==> src/rtl/hdr_field_arbiter.sv <==
// hdr_field_arbiter: shares the header bit assembler's single field input
// between NUM_REQ header-field producers. A winner owns the assembler for a
// whole packet header, which ends on an accepted field with hdr_last set.
// Fields pass through combinationally, and there is one bubble between packets.
//
// Build option: define HDR_FIELD_ARB_FIXED_PRIO_EN for fixed priority, where
// the lowest index wins. The default build is round-robin.
//
// state | meaning
// IDLE  | no owner; arbitrate among valid requesters
// LOCK  | grant_q owner forwards fields until its last field is accepted
module hdr_field_arbiter #(
    parameter int NUM_REQ    = 4,
    parameter int BIT_CNT_W  = 6,
    parameter int HDR_DATA_W = 32,
    parameter int PKT_CNT_W  = 16
) (
    input  logic                            clk,
    input  logic                            rst,
    input  logic [NUM_REQ-1:0]              req_valid_i,
    input  logic [NUM_REQ-1:0]              req_last_i,
    input  logic [NUM_REQ-1:0]              req_insert_zero_i,
    input  logic [NUM_REQ-1:0]              req_insert_ones_i,
    input  logic [NUM_REQ*BIT_CNT_W-1:0]    req_bit_cnt_i,
    input  logic [NUM_REQ*HDR_DATA_W-1:0]   req_data_i,
    output logic [NUM_REQ-1:0]              req_ready_o,
    output logic                            valid_o,
    output logic                            hdr_last_o,
    output logic                            insert_zero_o,
    output logic                            insert_ones_o,
    output logic [BIT_CNT_W-1:0]            bit_cnt_o,
    output logic [HDR_DATA_W-1:0]           hdr_data_o,
    input  logic                            hdr_ready_i,
    output logic [NUM_REQ-1:0]              grant_o,
    output logic                            busy_o,
    output logic                            err_o,
    output logic [PKT_CNT_W-1:0]            pkt_cnt_o
);

    localparam int IDX_W = (NUM_REQ > 1) ? $clog2(NUM_REQ) : 1;

    typedef enum logic {
        S_IDLE = 1'b0,
        S_LOCK = 1'b1
    } state_t;

    state_t                 state_q, state_d;
    logic [NUM_REQ-1:0]     grant_q, grant_d;
    logic [PKT_CNT_W-1:0]   pkt_cnt_q, pkt_cnt_d;
    logic                   err_q, err_d;
    logic [IDX_W-1:0]       own_idx;
    logic [IDX_W-1:0]       win_idx;
    logic [IDX_W-1:0]       cand;
    logic                   win_found;
    logic                   xfer;
`ifndef HDR_FIELD_ARB_FIXED_PRIO_EN
    logic [IDX_W-1:0]       ptr_q, ptr_d;
`endif

    // Binary index of the current owner, decoded from the one-hot grant.
    always_comb begin
        own_idx = '0;
        for (int i = 0; i < NUM_REQ; i++) begin
            if (grant_q[i]) own_idx = IDX_W'(i);
        end
    end

    // Winner search: first valid requester in priority order.
    always_comb begin
        win_idx   = '0;
        win_found = 1'b0;
        cand      = '0;
        for (int i = 0; i < NUM_REQ; i++) begin
`ifdef HDR_FIELD_ARB_FIXED_PRIO_EN
            cand = IDX_W'(i);
`else
            // Start just past the last completed owner so every requester gets a turn.
            cand = IDX_W'((int'(ptr_q) + 1 + i) % NUM_REQ);
`endif
            if (!win_found && req_valid_i[cand]) begin
                win_found = 1'b1;
                win_idx   = cand;
            end
        end
    end

    // Zero-latency field mux from the owner's slice; everything is 0 in IDLE.
    always_comb begin
        req_ready_o   = '0;
        valid_o       = 1'b0;
        hdr_last_o    = 1'b0;
        insert_zero_o = 1'b0;
        insert_ones_o = 1'b0;
        bit_cnt_o     = '0;
        hdr_data_o    = '0;
        if (state_q == S_LOCK) begin
            req_ready_o[own_idx] = hdr_ready_i;
            valid_o       = req_valid_i[own_idx];
            hdr_last_o    = req_last_i[own_idx];
            insert_zero_o = req_insert_zero_i[own_idx];
            insert_ones_o = req_insert_ones_i[own_idx];
            bit_cnt_o     = req_bit_cnt_i[own_idx*BIT_CNT_W +: BIT_CNT_W];
            hdr_data_o    = req_data_i[own_idx*HDR_DATA_W +: HDR_DATA_W];
        end
    end

    assign xfer      = valid_o & hdr_ready_i;
    assign grant_o   = grant_q;
    assign busy_o    = (state_q == S_LOCK);
    assign err_o     = err_q;
    assign pkt_cnt_o = pkt_cnt_q;

    // Next-state logic: grant in IDLE, release on an accepted last field.
    always_comb begin
        state_d   = state_q;
        grant_d   = grant_q;
        pkt_cnt_d = pkt_cnt_q;
        err_d     = err_q;
`ifndef HDR_FIELD_ARB_FIXED_PRIO_EN
        ptr_d     = ptr_q;
`endif
        case (state_q)
            S_IDLE: begin
                if (win_found) begin
                    grant_d = '0;
                    grant_d[win_idx] = 1'b1;
                    state_d = S_LOCK;
                end
            end
            S_LOCK: begin
                if (xfer) begin
                    // Conflicting insert flags are flagged but still forwarded.
                    if (insert_zero_o && insert_ones_o) err_d = 1'b1;
                    if (hdr_last_o) begin
                        state_d   = S_IDLE;
                        grant_d   = '0;
                        pkt_cnt_d = pkt_cnt_q + 1'b1;
`ifndef HDR_FIELD_ARB_FIXED_PRIO_EN
                        ptr_d     = own_idx;
`endif
                    end
                end
            end
            default: begin
                state_d = S_IDLE;
                grant_d = '0;
            end
        endcase
    end

    // State registers with synchronous reset; reset abandons any partial header.
    always_ff @(posedge clk) begin
        if (rst) begin
            state_q   <= S_IDLE;
            grant_q   <= '0;
            pkt_cnt_q <= '0;
            err_q     <= 1'b0;
`ifndef HDR_FIELD_ARB_FIXED_PRIO_EN
            ptr_q     <= IDX_W'(NUM_REQ - 1);
`endif
        end else begin
            state_q   <= state_d;
            grant_q   <= grant_d;
            pkt_cnt_q <= pkt_cnt_d;
            err_q     <= err_d;
`ifndef HDR_FIELD_ARB_FIXED_PRIO_EN
            ptr_q     <= ptr_d;
`endif
        end
    end

endmodule
==> config.mk <==
export PLATFORM = sky130hd
export DESIGN_NAME = hdr_field_arbiter
export DESIGN_NICKNAME = d
export VERILOG_FILES = /design/src/rtl/hdr_field_arbiter.sv
export SDC_FILE = /design/constraint.sdc
export NUM_CORES = 1
export LEC_CHECK = 0
export CORE_UTILIZATION = 30
export CTS_CLUSTER_SIZE = 8
export DETAILED_ROUTE_END_ITERATION = 8
export HOLD_SLACK_MARGIN = 0.1
export PLACE_DENSITY = 0.86
export SYNTH_ARGS = -nofsm -noshare
export SYNTH_HDL_FRONTEND = slang
export SYNTH_SLANG_ARGS = --single-unit
==> constraint.sdc <==
create_clock -name clk -period 2.6 [get_ports clk]
set_clock_uncertainty 0.1 [all_clocks]
set_input_delay 0.39 -clock clk [delete_from_list [all_inputs] [get_ports clk]]
set_output_delay 0.39 -clock clk [all_outputs]
set_load 0.1 [all_outputs]
; ---- Word level (Yosys, flattened, before mapping)
; Cells that the tools add are included.
[word_totals]
register_bits = 24
inputBits = 171
elab_cells = 85
[classes]
n_addsub = 5
multipliers = 1
order_cmp = 8
n_eq_ne = 3
shift = 2
n_mux = 46
n_bitwise = 3
n_reduce_logical = 12
[op_table]
columns = op, n
row1 = indexed part select 128 x 8 -> 32 bit, 1
row2 = two-way mux 32 bit, 1
row3 = indexed part select 24 x 6 -> 6 bit, 1
row4 = two-way mux 1 bit, 22
row5 = "< comparator 2 x 3 -> 1 bit, second input constant", 6
row6 = "adder 16 x 1 -> 16 bit, second input constant", 1
row7 = binary-select mux 1 bit (select 2 bit), 8
row8 = two-way mux 4 bit, 4
row9 = two-way mux 2 bit, 6
row10 = AND reduction 3 bit, 3
row11 = case mux 4 bit (2 select lines), 1
row12 = "adder 2 bit, second input constant", 3
row13 = logical AND 1 bit, 6
row14 = two-way mux 6 bit, 1
row15 = bitwise AND 4 bit, 1
row16 = demux 1 bit (select 2 bit), 2
row17 = ">= comparator 2 x 1 -> 1 bit, second input constant", 2
row18 = "multiplier 2 x 2 -> 4 bit, second input constant", 1
row19 = "!= test 2 bit, second input constant", 2
row20 = logical NOT 1 bit, 3
row21 = "adder 2 x 1 -> 2 bit, second input constant", 1
row22 = "!= test 2 x 1 -> 1 bit, second input constant", 1
row23 = case mux 1 bit (2 select lines), 1
row24 = bitwise AND 1 bit, 1
row25 = inverter 1 bit, 1

; ---- Longest topological paths before layout
; Gate-level depths: netlist (run 1).
[depth]
word_depth = 19
mapped_depth = 8
ltp_nobuf = 5

; ---- Least setup slack after synthesis (run 1)
; No wires, ideal clock.
[synth_path]
path_kind = register to register
startpoint = register grant_q[2] (netlist: grant_o[2])
endpoint = register err_q (netlist: err_o)
t_arrival_ns = 5.367
t_required_ns = 2.419
setup_slack_ns = -2.948
path_stages_with_launch = 6
path_cell_list = dfxtp_1 buf_6 inv_1 o311ai_0 a41oi_1 nor2_1
[synth_between]
elab_chain_cells = 7
[synth_lines]
columns = item, line_no
row1 = "start, declared", 48  ; logic [NUM_REQ-1:0] grant_q, grant_d;
row2 = "start signal, assigned", 163  ; grant_q <= grant_d;
row3 = two-way mux 2 bit (2 in a row), 64  ; if (grant_q[i]) own_idx = IDX_W'(i);
row4 = binary-select mux 1 bit (select 2 bit), 100  ; insert_zero_o = req_insert_zero_i[own_idx];
row5 = two-way mux 1 bit (implied by the code), 100
row6 = two-way mux 1 bit, 96  ; if (state_q == S_LOCK) begin
row7 = net insert_zero_o, 29  ; output logic insert_zero_o,
row8 = logical AND 1 bit, 133  ; if (insert_zero_o && insert_ones_o) err_d = 1'b1;
row9 = AND reduction 3 bit (no source line), n/a
row10 = "end signal, assigned", 165  ; err_q <= err_d;
row11 = "end, declared", 50  ; logic err_q, err_d;
; The timed path passes the listed nets, and every way through them passes these cells. The select of a mux whose other input is x is not followed.
; A chain may end at the register's enable or synchronous reset.

; ---- Worst setup path in the final report (run 1)
[layout_path]
startpoint = register grant_q[1] (netlist: grant_o[1])
endpoint = output hdr_data_o[12]
[layout_between]
elab_chain_cells = 5
[layout_lines]
columns = item, line_no
row1 = two-way mux 1 bit, 64
row2 = two-way mux 2 bit (2 in a row), 64
row3 = indexed part select 128 x 8 -> 32 bit, 103  ; hdr_data_o = req_data_i[own_idx*HDR_DATA_W +: HDR_DATA_W];
row4 = two-way mux 32 bit, 96
row5 = "end, declared", 32  ; output logic [HDR_DATA_W-1:0] hdr_data_o,
; Every way passes these cells.

==> flow_metrics.tcl, run 1 <==
set metrics [dict create \
    grt_pass1_vias 3838 \
    grt_antenna_before_repair 1 \
    yosys_warnings 0 \
    cpMostUsedCell "mux2i_1" \
    post_cts_buffers 0 \
    max_freq_mhz 414 \
    yosysMostFrequentCell "mux2i_1" \
    preCtsSetupSlack_ns -0.0570 \
    cp_max_fo 14 \
    gp_congestion 0.902 \
    drive_gt1_share_pct 23.8 \
    hold_depth 2 \
    grt_max_degree 42 \
    critPathRequiredTime_ns 2.11 \
    arrival_ns 1.93 \
    min_period_over_period_pct 92.9 \
    setup_viol 0 \
    grt_pass1_wl_mm 19.3 \
    port_buffers 238 \
    grt_util_all_layers_pct 25.4 \
    clk_pin_slew_worst_paths_ns 0.09 \
    crit_family "flip-flops" \
    ctsHoldBuffers 0 \
    final_hold_viol_count 0 \
    antenna_left 0 \
    cts_tree "yes" \
    ys_ff_latch 24 \
    endpoint "hdr_data_o[12]" \
    r2r_cells 5 \
    max_stage_delay_ns 0.53 \
    synth.top_cells.by_count "80 x mux2i_1, 51 x nor2_1, 48 x nand2_1" \
    die_w_um 96.6 \
    min_period_ns 2.42 \
    syn_inst 378 \
    critical_path_buf_inv_count 2 \
    power_mw 2.16 \
    wl_mm 12.3 \
    slew_headroom_pct 41.0 \
    synth_cell_types 42 \
    yosys_most_used_dff "dfxtp_1" \
    place_hpwl_mm 10.2 \
    synthToLayoutAreaGrowth_pct 126 \
    synth_area_leaders "mux2i_1 30%, dfxtp_1 18%, o21ai_0 8.8%" \
    syn_area_per_cell_um2 7.11 \
    leakage_nw 2.04 \
    start_kind "flip-flop" \
    die-area_mm2 0.00934 \
    slew_violations 0 \
    wire_per_inst_um 17.3 \
    clkLatencyLatePin_ns 0.28 \
    crit_chain "buf_4 -> mux2i_1 -> o21ai_0 -> mux2i_1 -> nor2_4 -> buf_12" \
    synth_top_area_share_pct 29.8 \
    dp.cells 709 \
    seq_area_frac_synth_pct 17.9 \
    setup_slack_ns 0.183 \
    dr.pass1.iters 4 \
    cts-buffers-inserted 3 \
    synthXorXnorAreaFrac_pct 0.652 \
    ir_drop_mv 0.199 \
    overflow 0 \
    worst_hold_slack_ns 0.387 \
    root_buffer "clkbuf_8" \
    synth.area.mux_share_pct 30.2 \
    viasPerCell 5.25 \
    final_core_util_pct 70.1 \
    chipHeight_um 96.6 \
    drv_cap 0 \
    endpoint_kind "output port" \
    core_area_mm2 0.00868 \
    tightest_slew_ns 0.883 \
    row_count 34 \
    r2r_setup_slack_ns 0.23 \
    first_iter_violations 150 \
    critPathSlowestCell "dfxtp_4" \
    status "finished clean" \
    instances_no_fill 714 \
    tns_ns 0 \
    synth_top_family_by_area "multiplexers" \
    worst-path-stages 6 \
    synth_fa_ha_area_share_pct 0.466 \
    hold_path.startpoint "grant_o[0]" \
    pin_count 239 \
    cp-startpoint "grant_o[1]" \
    initial_utilization_pct 31.0 \
    rsz0062_at_grt "false" \
    routed-via-count 3746 \
    async_flop_share_pct 0 \
    nNetsFinal 778 \
    powerDensity_mw_per_mm2 356 \
    clk_path_buf_depth 2 \
    min_path_type "flip-flop to flip-flop" \
    synth_nets 550 \
    drc 0 \
    syn_area_mm2 0.00269 \
    synth_top_cell_by_area "mux2i_1" \
    final_cell_area_mm2 0.00608 \
    placedInstanceArea_mm2 0.00601 \
    synth_compound_area_share_pct 19.3 \
    h-tree-depth 1 \
    path_class "flip-flop to output port" \
    rr_startpoint "grant_o[1]" \
    synth_edf_count 0 \
    cts_sinks 24 \
    yosys.area_share.simple_pct 25.8 \
    nFillCells 610 \
    r2r_end "pkt_cnt_o[15]" \
]
## sequential cells by signal, indices dropped and copies added, names as in the netlist
signal	count
pkt_cnt_o	16
grant_o	4
ptr_q	2
busy_o	1
err_o	1
## worst min-delay path by stage
stage	end	slack, ns
2_1_floorplan	ptr_q[0]	0.35
3_3_place_gp	grant_o[0]	0.36
3_5_place_dp	grant_o[0]	0.37
4_1_cts	grant_o[0]	0.38
5_1_grt	grant_o[0]	0.41
6_report	grant_o[0]	0.39
## area by class of cell
class,count,area [µm²],share of cell area [%]
Tap cell,108,135,2.22
Inverter,5,20.0,0.329
Clock buffer,4,55.1,0.905
Antenna cell,1,2.50,0.0412
Multi-Input combinational cell,318,2390,39.3
Timing Repair Buffer,254,2980,49.0
Sequential cell,24,495,8.15
## cell families after synthesis
group	count (synthesis)
flops	24
simple gates	149
compound gates	85
mux	81
fa+ha+maj	1
buf+inv	36
xor+xnor	2
## worst min-delay path: stages, from the launching register on
cell     delay (ns)
dfxtp_1        0.33
nand3_2        0.06
a21oi_1        0.05
## report_power, final
part / total [mW] / switching (mW) / internal, mW
logic: 1.51 / 0.862 / 0.644
clock network: 0.263 / 0.127 / 0.136
registers: 0.395 / 0.0219 / 0.373
## cell usage in the layout, fill, tap and decap left out, types with 9 or more instances in the layout
| master | netlist | routed |
|---|---|---|
| a21oi_1 | 17 | 17 |
| buf_12 | 0 | 51 |
| buf_4 | 1 | 31 |
| clkdlybuf4s50_1 | 0 | 170 |
| dfxtp_1 | 24 | 20 |
| mux2i_1 | 80 | 80 |
| nand2_1 | 48 | 48 |
| nor2_1 | 51 | 12 |
| nor2_4 | 0 | 37 |
| o21ai_0 | 47 | 47 |
| or3_1 | 9 | 9 |
## repair_timing
| item | in CTS | in global routing |
|---|---|---|
| resized for setup | 1 | 2 |
| cloned | 0 | 0 |
| setup endpoints to repair | 1 | 27 |
## layer usage
metal | vias to the layer above | GRT usage [%] | share of wire [%]
met5 | - | 0 | 0
met2 | 179 | 48.3 | 53
met3 | 29 | 5.35 | 7.4
met1 | 1722 | 27.7 | 36
met4 | 0 | 7.81 | 3.2
li1 | 1816 | - | -
Power figures use the tool's default switching activity.
==> inputs of run 2 (changes only) <==
--- a/config.mk
+++ b/config.mk
@@ -13,3 +13,4 @@
 export SYNTH_ARGS = -nofsm -noshare
 export SYNTH_HDL_FRONTEND = slang
 export SYNTH_SLANG_ARGS = --single-unit
+export TNS_END_PERCENT = 30
==> flow_metrics.tcl, run 2 (synthesis gave the netlist of run 1 again) <==
set metrics [dict create \
    critPathSlowestCell "dfxtp_4" \
    max_stage_delay_ns 0.42 \
    powerDensity_mw_per_mm2 352 \
    cts_sinks 24 \
    max_freq_mhz 403 \
    grt_util_all_layers_pct 25.2 \
    layout_common_cells "170 x clkdlybuf4s50_1, 80 x mux2i_1, 49 x buf_12" \
    grt_pass1_wl_mm 19.2 \
    regArea_um2 495 \
    core_area_mm2 0.00868 \
    grt_max_degree 46 \
    post_cts_resized 0 \
    nNetsFinal 780 \
    port_buffers 238 \
    setup_viol 0 \
    first_iter_violations 126 \
    place_hpwl_mm 10.2 \
    arrival_ns 1.99 \
    row_count 34 \
    final_common_cell "clkdlybuf4s50_1" \
    overflow 0 \
    min_period_over_period_pct 95.5 \
    slew_violations 0 \
    die_w_um 96.6 \
    tightest_slew_ns 0.903 \
    worst_hold_slack_ns 0.395 \
    root_buffer "clkbuf_8" \
    ctsHoldBuffers 0 \
    leakage_nw 2.02 \
    cp_max_fo 26 \
    pin_count 239 \
    gp_congestion 0.938 \
    r2r_cells 6 \
    drv_cap 0 \
    grt_antenna_before_repair 0 \
    antenna_left 0 \
    h-tree-depth 1 \
    cts-buffers-inserted 3 \
    chipHeight_um 96.6 \
    cpMostUsedCell "buf_12" \
    final_hold_viol_count 0 \
    cts_tree "yes" \
    final_core_util_pct 68.3 \
    viasPerCell 5.28 \
    wire_per_inst_um 17.1 \
    ir_drop_mv 0.248 \
    min_period_ns 2.48 \
    crit_chain "buf_12 -> mux2_2 -> mux2i_1 -> o21ai_0 -> and2_1 -> buf_12" \
    n_antenna_cell 0 \
    die-area_mm2 0.00934 \
    post_cts_buffers 0 \
    endpoint_kind "output port" \
    status "finished clean" \
    rsz0062_at_grt "false" \
    dr.pass1.iters 4 \
    clk_pin_slew_worst_paths_ns 0.09 \
    critPathRequiredTime_ns 2.11 \
    min_path_type "flip-flop to flip-flop" \
    slew_headroom_pct 39.6 \
    grt_pass1_vias 3874 \
    drive_gt1_share_pct 23.1 \
    multi_input_area_mm2 0.00227 \
    synthToLayoutAreaGrowth_pct 121 \
    setup_slack_ns 0.118 \
    preCtsSetupSlack_ns 0.0314 \
    routed-via-count 3777 \
    drc 0 \
    nFillCells 668 \
    wl_mm 12.2 \
    clkLatencyLatePin_ns 0.27 \
    hold_depth 2 \
    largest_register_ffs 16 \
    clk_path_buf_depth 2 \
    path_class "flip-flop to output port" \
    initial_utilization_pct 31.0 \
    start_kind "flip-flop" \
]
run 2: worst paths after layout:
check,startpoint,endpoint,slack (ns)
worst max register to register,grant_o[3],pkt_cnt_o[14],0.40
worst max-delay path,grant_o[1],insert_ones_o,0.12
worst min-delay path,grant_o[0],grant_o[0],0.39
worst min register to register,grant_o[0],grant_o[0],0.39
run 2: cell type report:
| cell class | count | share of cell area [%] |
|---|---|---|
| sequential | 24 | 8.36 |
| tap | 108 | 2.28 |
| clock buffer | 4 | 0.760 |
| inverter | 5 | 0.317 |
| timing repair buffer | 256 | 49.9 |
| multi-input combinational | 318 | 38.4 |
run 2: critical path: cells and delay by family, from the launching register on:
kind	cells	cell delay (ns)
buffers and inverters	2	0.40
DFF	1	0.42
muxes	2	0.50
and+or+nand+nor	1	0.24
AOI/OAI and AO/OA	1	0.15
run 2: report_power, final:
part | switching, mW | internal, mW
Sequential | 0.0137 | 0.373
Clock | 0.124 | 0.110
Combinational | 0.840 | 0.627
run 2: stage by stage:
| step | setup TNS (ns) | cell area [µm²] | std cells | power [mW] |
|---|---|---|---|---|
| after floorplan | -15.50 | 2950 | 378 | 1.22 |
| after global placement | 0 | 5880 | 711 | 1.84 |
| after detailed placement | 0 | 5880 | 711 | 1.87 |
| final | 0 | 5930 | 715 | 2.09 |
| after CTS | 0 | 5930 | 715 | 2.09 |
| after global routing | 0 | 5930 | 715 | 2.16 |
run 2: routing by layer:
metal / GRT usage, % / vias up / part of all wire (%)
met4: 9.41 / 0 / 3.4
li1: - / 1823 / -
met1: 26.7 / 1720 / 36
met3: 6.94 / 35 / 8.2
met5: 0 / - / 0
met2: 46.9 / 199 / 52
==> inputs of run 3 (changes only) <==
--- a/config.mk
+++ b/config.mk
@@ -5,6 +5,7 @@
 export SDC_FILE = /design/constraint.sdc
 export NUM_CORES = 1
 export LEC_CHECK = 0
+export CORE_MARGIN = 10
 export CORE_UTILIZATION = 30
 export CTS_CLUSTER_SIZE = 8
 export DETAILED_ROUTE_END_ITERATION = 8
==> flow_metrics.tcl, run 3 (synthesis gave the netlist of run 1 again) <==
set metrics [dict create \
    min_path_type "flip-flop to flip-flop" \
    drive_gt1_share_pct 23.2 \
    chipHeight_um 115 \
    ir_drop_mv 0.227 \
    max_stage_delay_ns 0.55 \
    tightest_slew_ns 0.851 \
    post_cts_buffers 0 \
    arrival_ns 2.03 \
    drv_cap 0 \
    grt_pass1_wl_mm 23.3 \
    start_kind "flip-flop" \
    viasPerCell 5.38 \
    initial_utilization_pct 30.8 \
    preCtsSetupSlack_ns 0.0273 \
    antenna_left 0 \
    synthToLayoutAreaGrowth_pct 122 \
    wl_mm 15.1 \
    first_iter_violations 121 \
    port_buffers 238 \
    slew_headroom_pct 43.1 \
    r2r_cells 6 \
    routed-via-count 3849 \
    critical_path_buf_inv_count 2 \
    clk_pin_slew_worst_paths_ns 0.09 \
    pin_count 239 \
    crit_chain "buf_6 -> mux2i_1 -> o21ai_0 -> mux2i_1 -> nor2_4 -> buf_12" \
    grt_util_all_layers_pct 22.2 \
    place_hpwl_mm 13.1 \
    worst-path-stages 6 \
    critPathRequiredTime_ns 2.11 \
    min_period_ns 2.52 \
    clk_path_buf_depth 2 \
    endpoint "hdr_data_o[19]" \
    gp_congestion 0.944 \
    max_freq_mhz 398 \
    grt_antenna_before_repair 0 \
    overflow 0 \
    nNetsFinal 780 \
    die_w_um 115 \
    cpMostUsedCell "mux2i_1" \
    setup_viol 0 \
    cts-buffers-inserted 3 \
    largest_register_ffs 16 \
    placedInstanceArea_mm2 0.00590 \
    grt_pass1_vias 4157 \
    cp-startpoint "grant_o[1]" \
    setup_slack_ns 0.0844 \
    endpoint_kind "output port" \
    status "finished clean" \
    leakage_nw 2.04 \
    grt_max_degree 40 \
    core_area_mm2 0.00872 \
    r2r_setup_slack_ns 0.25 \
    die-area_mm2 0.0131 \
    final_common_cell "clkdlybuf4s50_1" \
    dr.pass1.iters 4 \
    final_core_util_pct 68.5 \
    clkLatencyLatePin_ns 0.27 \
    slew_violations 0 \
    root_buffer "clkbuf_8" \
    final_cell_area_mm2 0.00597 \
    final_hold_viol_count 0 \
    layout_common_cells "170 x clkdlybuf4s50_1, 80 x mux2i_1, 50 x buf_12" \
    powerDensity_mw_per_mm2 362 \
    cts_tree "yes" \
    n_antenna_cell 0 \
    cp_max_fo 17 \
    cts_sinks 24 \
    h-tree-depth 1 \
    ctsHoldBuffers 0 \
    min_period_over_period_pct 96.8 \
    rr_startpoint "grant_o[1]" \
    wire_per_inst_um 21.1 \
    rsz0062_at_grt "false" \
    critPathSlowestCell "dfxtp_4" \
    power_mw 2.16 \
    crit_family "flip-flops" \
    path_class "flip-flop to output port" \
    row_count 34 \
    r2r_end "pkt_cnt_o[15]" \
    drc 0 \
]
run 3: cell counts in the layout (fill, tap and decap cells not counted):
Identical to the previous run, type by type.
run 3: worst register-to-register path, delay by kind of cell, from the launching register on:
kind	cells	cell delay [ns]
and+or+nand+nor	2	0.70
DFF	1	0.55
AOI/OAI and AO/OA	2	0.54
buffers and inverters	1	0.20
muxes	1	0.18
run 3: timing repair:
action	in CTS	in global routing
setup endpoints to repair	1	5
resized for setup	1	2
pin swaps	0	0
run 3: report_power, final:
group	switching, mW	leakage [nW]	internal [mW]
sequential	0.0195	0.197	0.373
combinational	0.850	1.81	0.631
clock	0.124	0.0339	0.167
total	0.993	2.04	1.17
run 3: metal layers:
layer / share of wire [%] / GRT usage [%]
met2: 53 / 41.6
met5: 0 / 0
met1: 33 / 20.7
met3: 11 / 10.2
met4: 3.2 / 6.85
run 3: worst min-delay path by stage:
| stage | start | to | slack [ns] | depth (start not counted) |
|---|---|---|---|---|
| 6_report | grant_o[0] | grant_o[0] | 0.39 | 2 |
| 4_1_cts | grant_o[0] | grant_o[0] | 0.40 | 2 |
| 3_3_place_gp | grant_o[0] | grant_o[0] | 0.37 | 2 |
| 5_1_grt | ptr_q[0] | ptr_q[0] | 0.43 | 1 |
| 2_1_floorplan | ptr_q[0] | ptr_q[0] | 0.35 | 1 |
| 3_5_place_dp | grant_o[0] | grant_o[0] | 0.38 | 2 |
run 3: final cells by class:
type	instances	area, µm²
Tap cell	108	135
Multi-Input combinational cell	318	2270
Sequential cell	24	495
Timing Repair Buffer	256	2980
Fill cell	647	2750
Inverter	5	18.8
Clock buffer	4	66.3
run 3: metrics by stage:
| stage | hold slack (ns) | setup TNS [ns] | instances |
|---|---|---|---|
| 5_1_grt | 0.426 | 0 | 715 |
| 2_1_floorplan | 0.350 | -15.50 | 378 |
| 3_3_place_gp | 0.367 | 0 | 711 |
| 6_report | 0.390 | 0 | 715 |
| 4_1_cts | 0.396 | 0 | 715 |
| 3_5_place_dp | 0.385 | 0 | 711 |
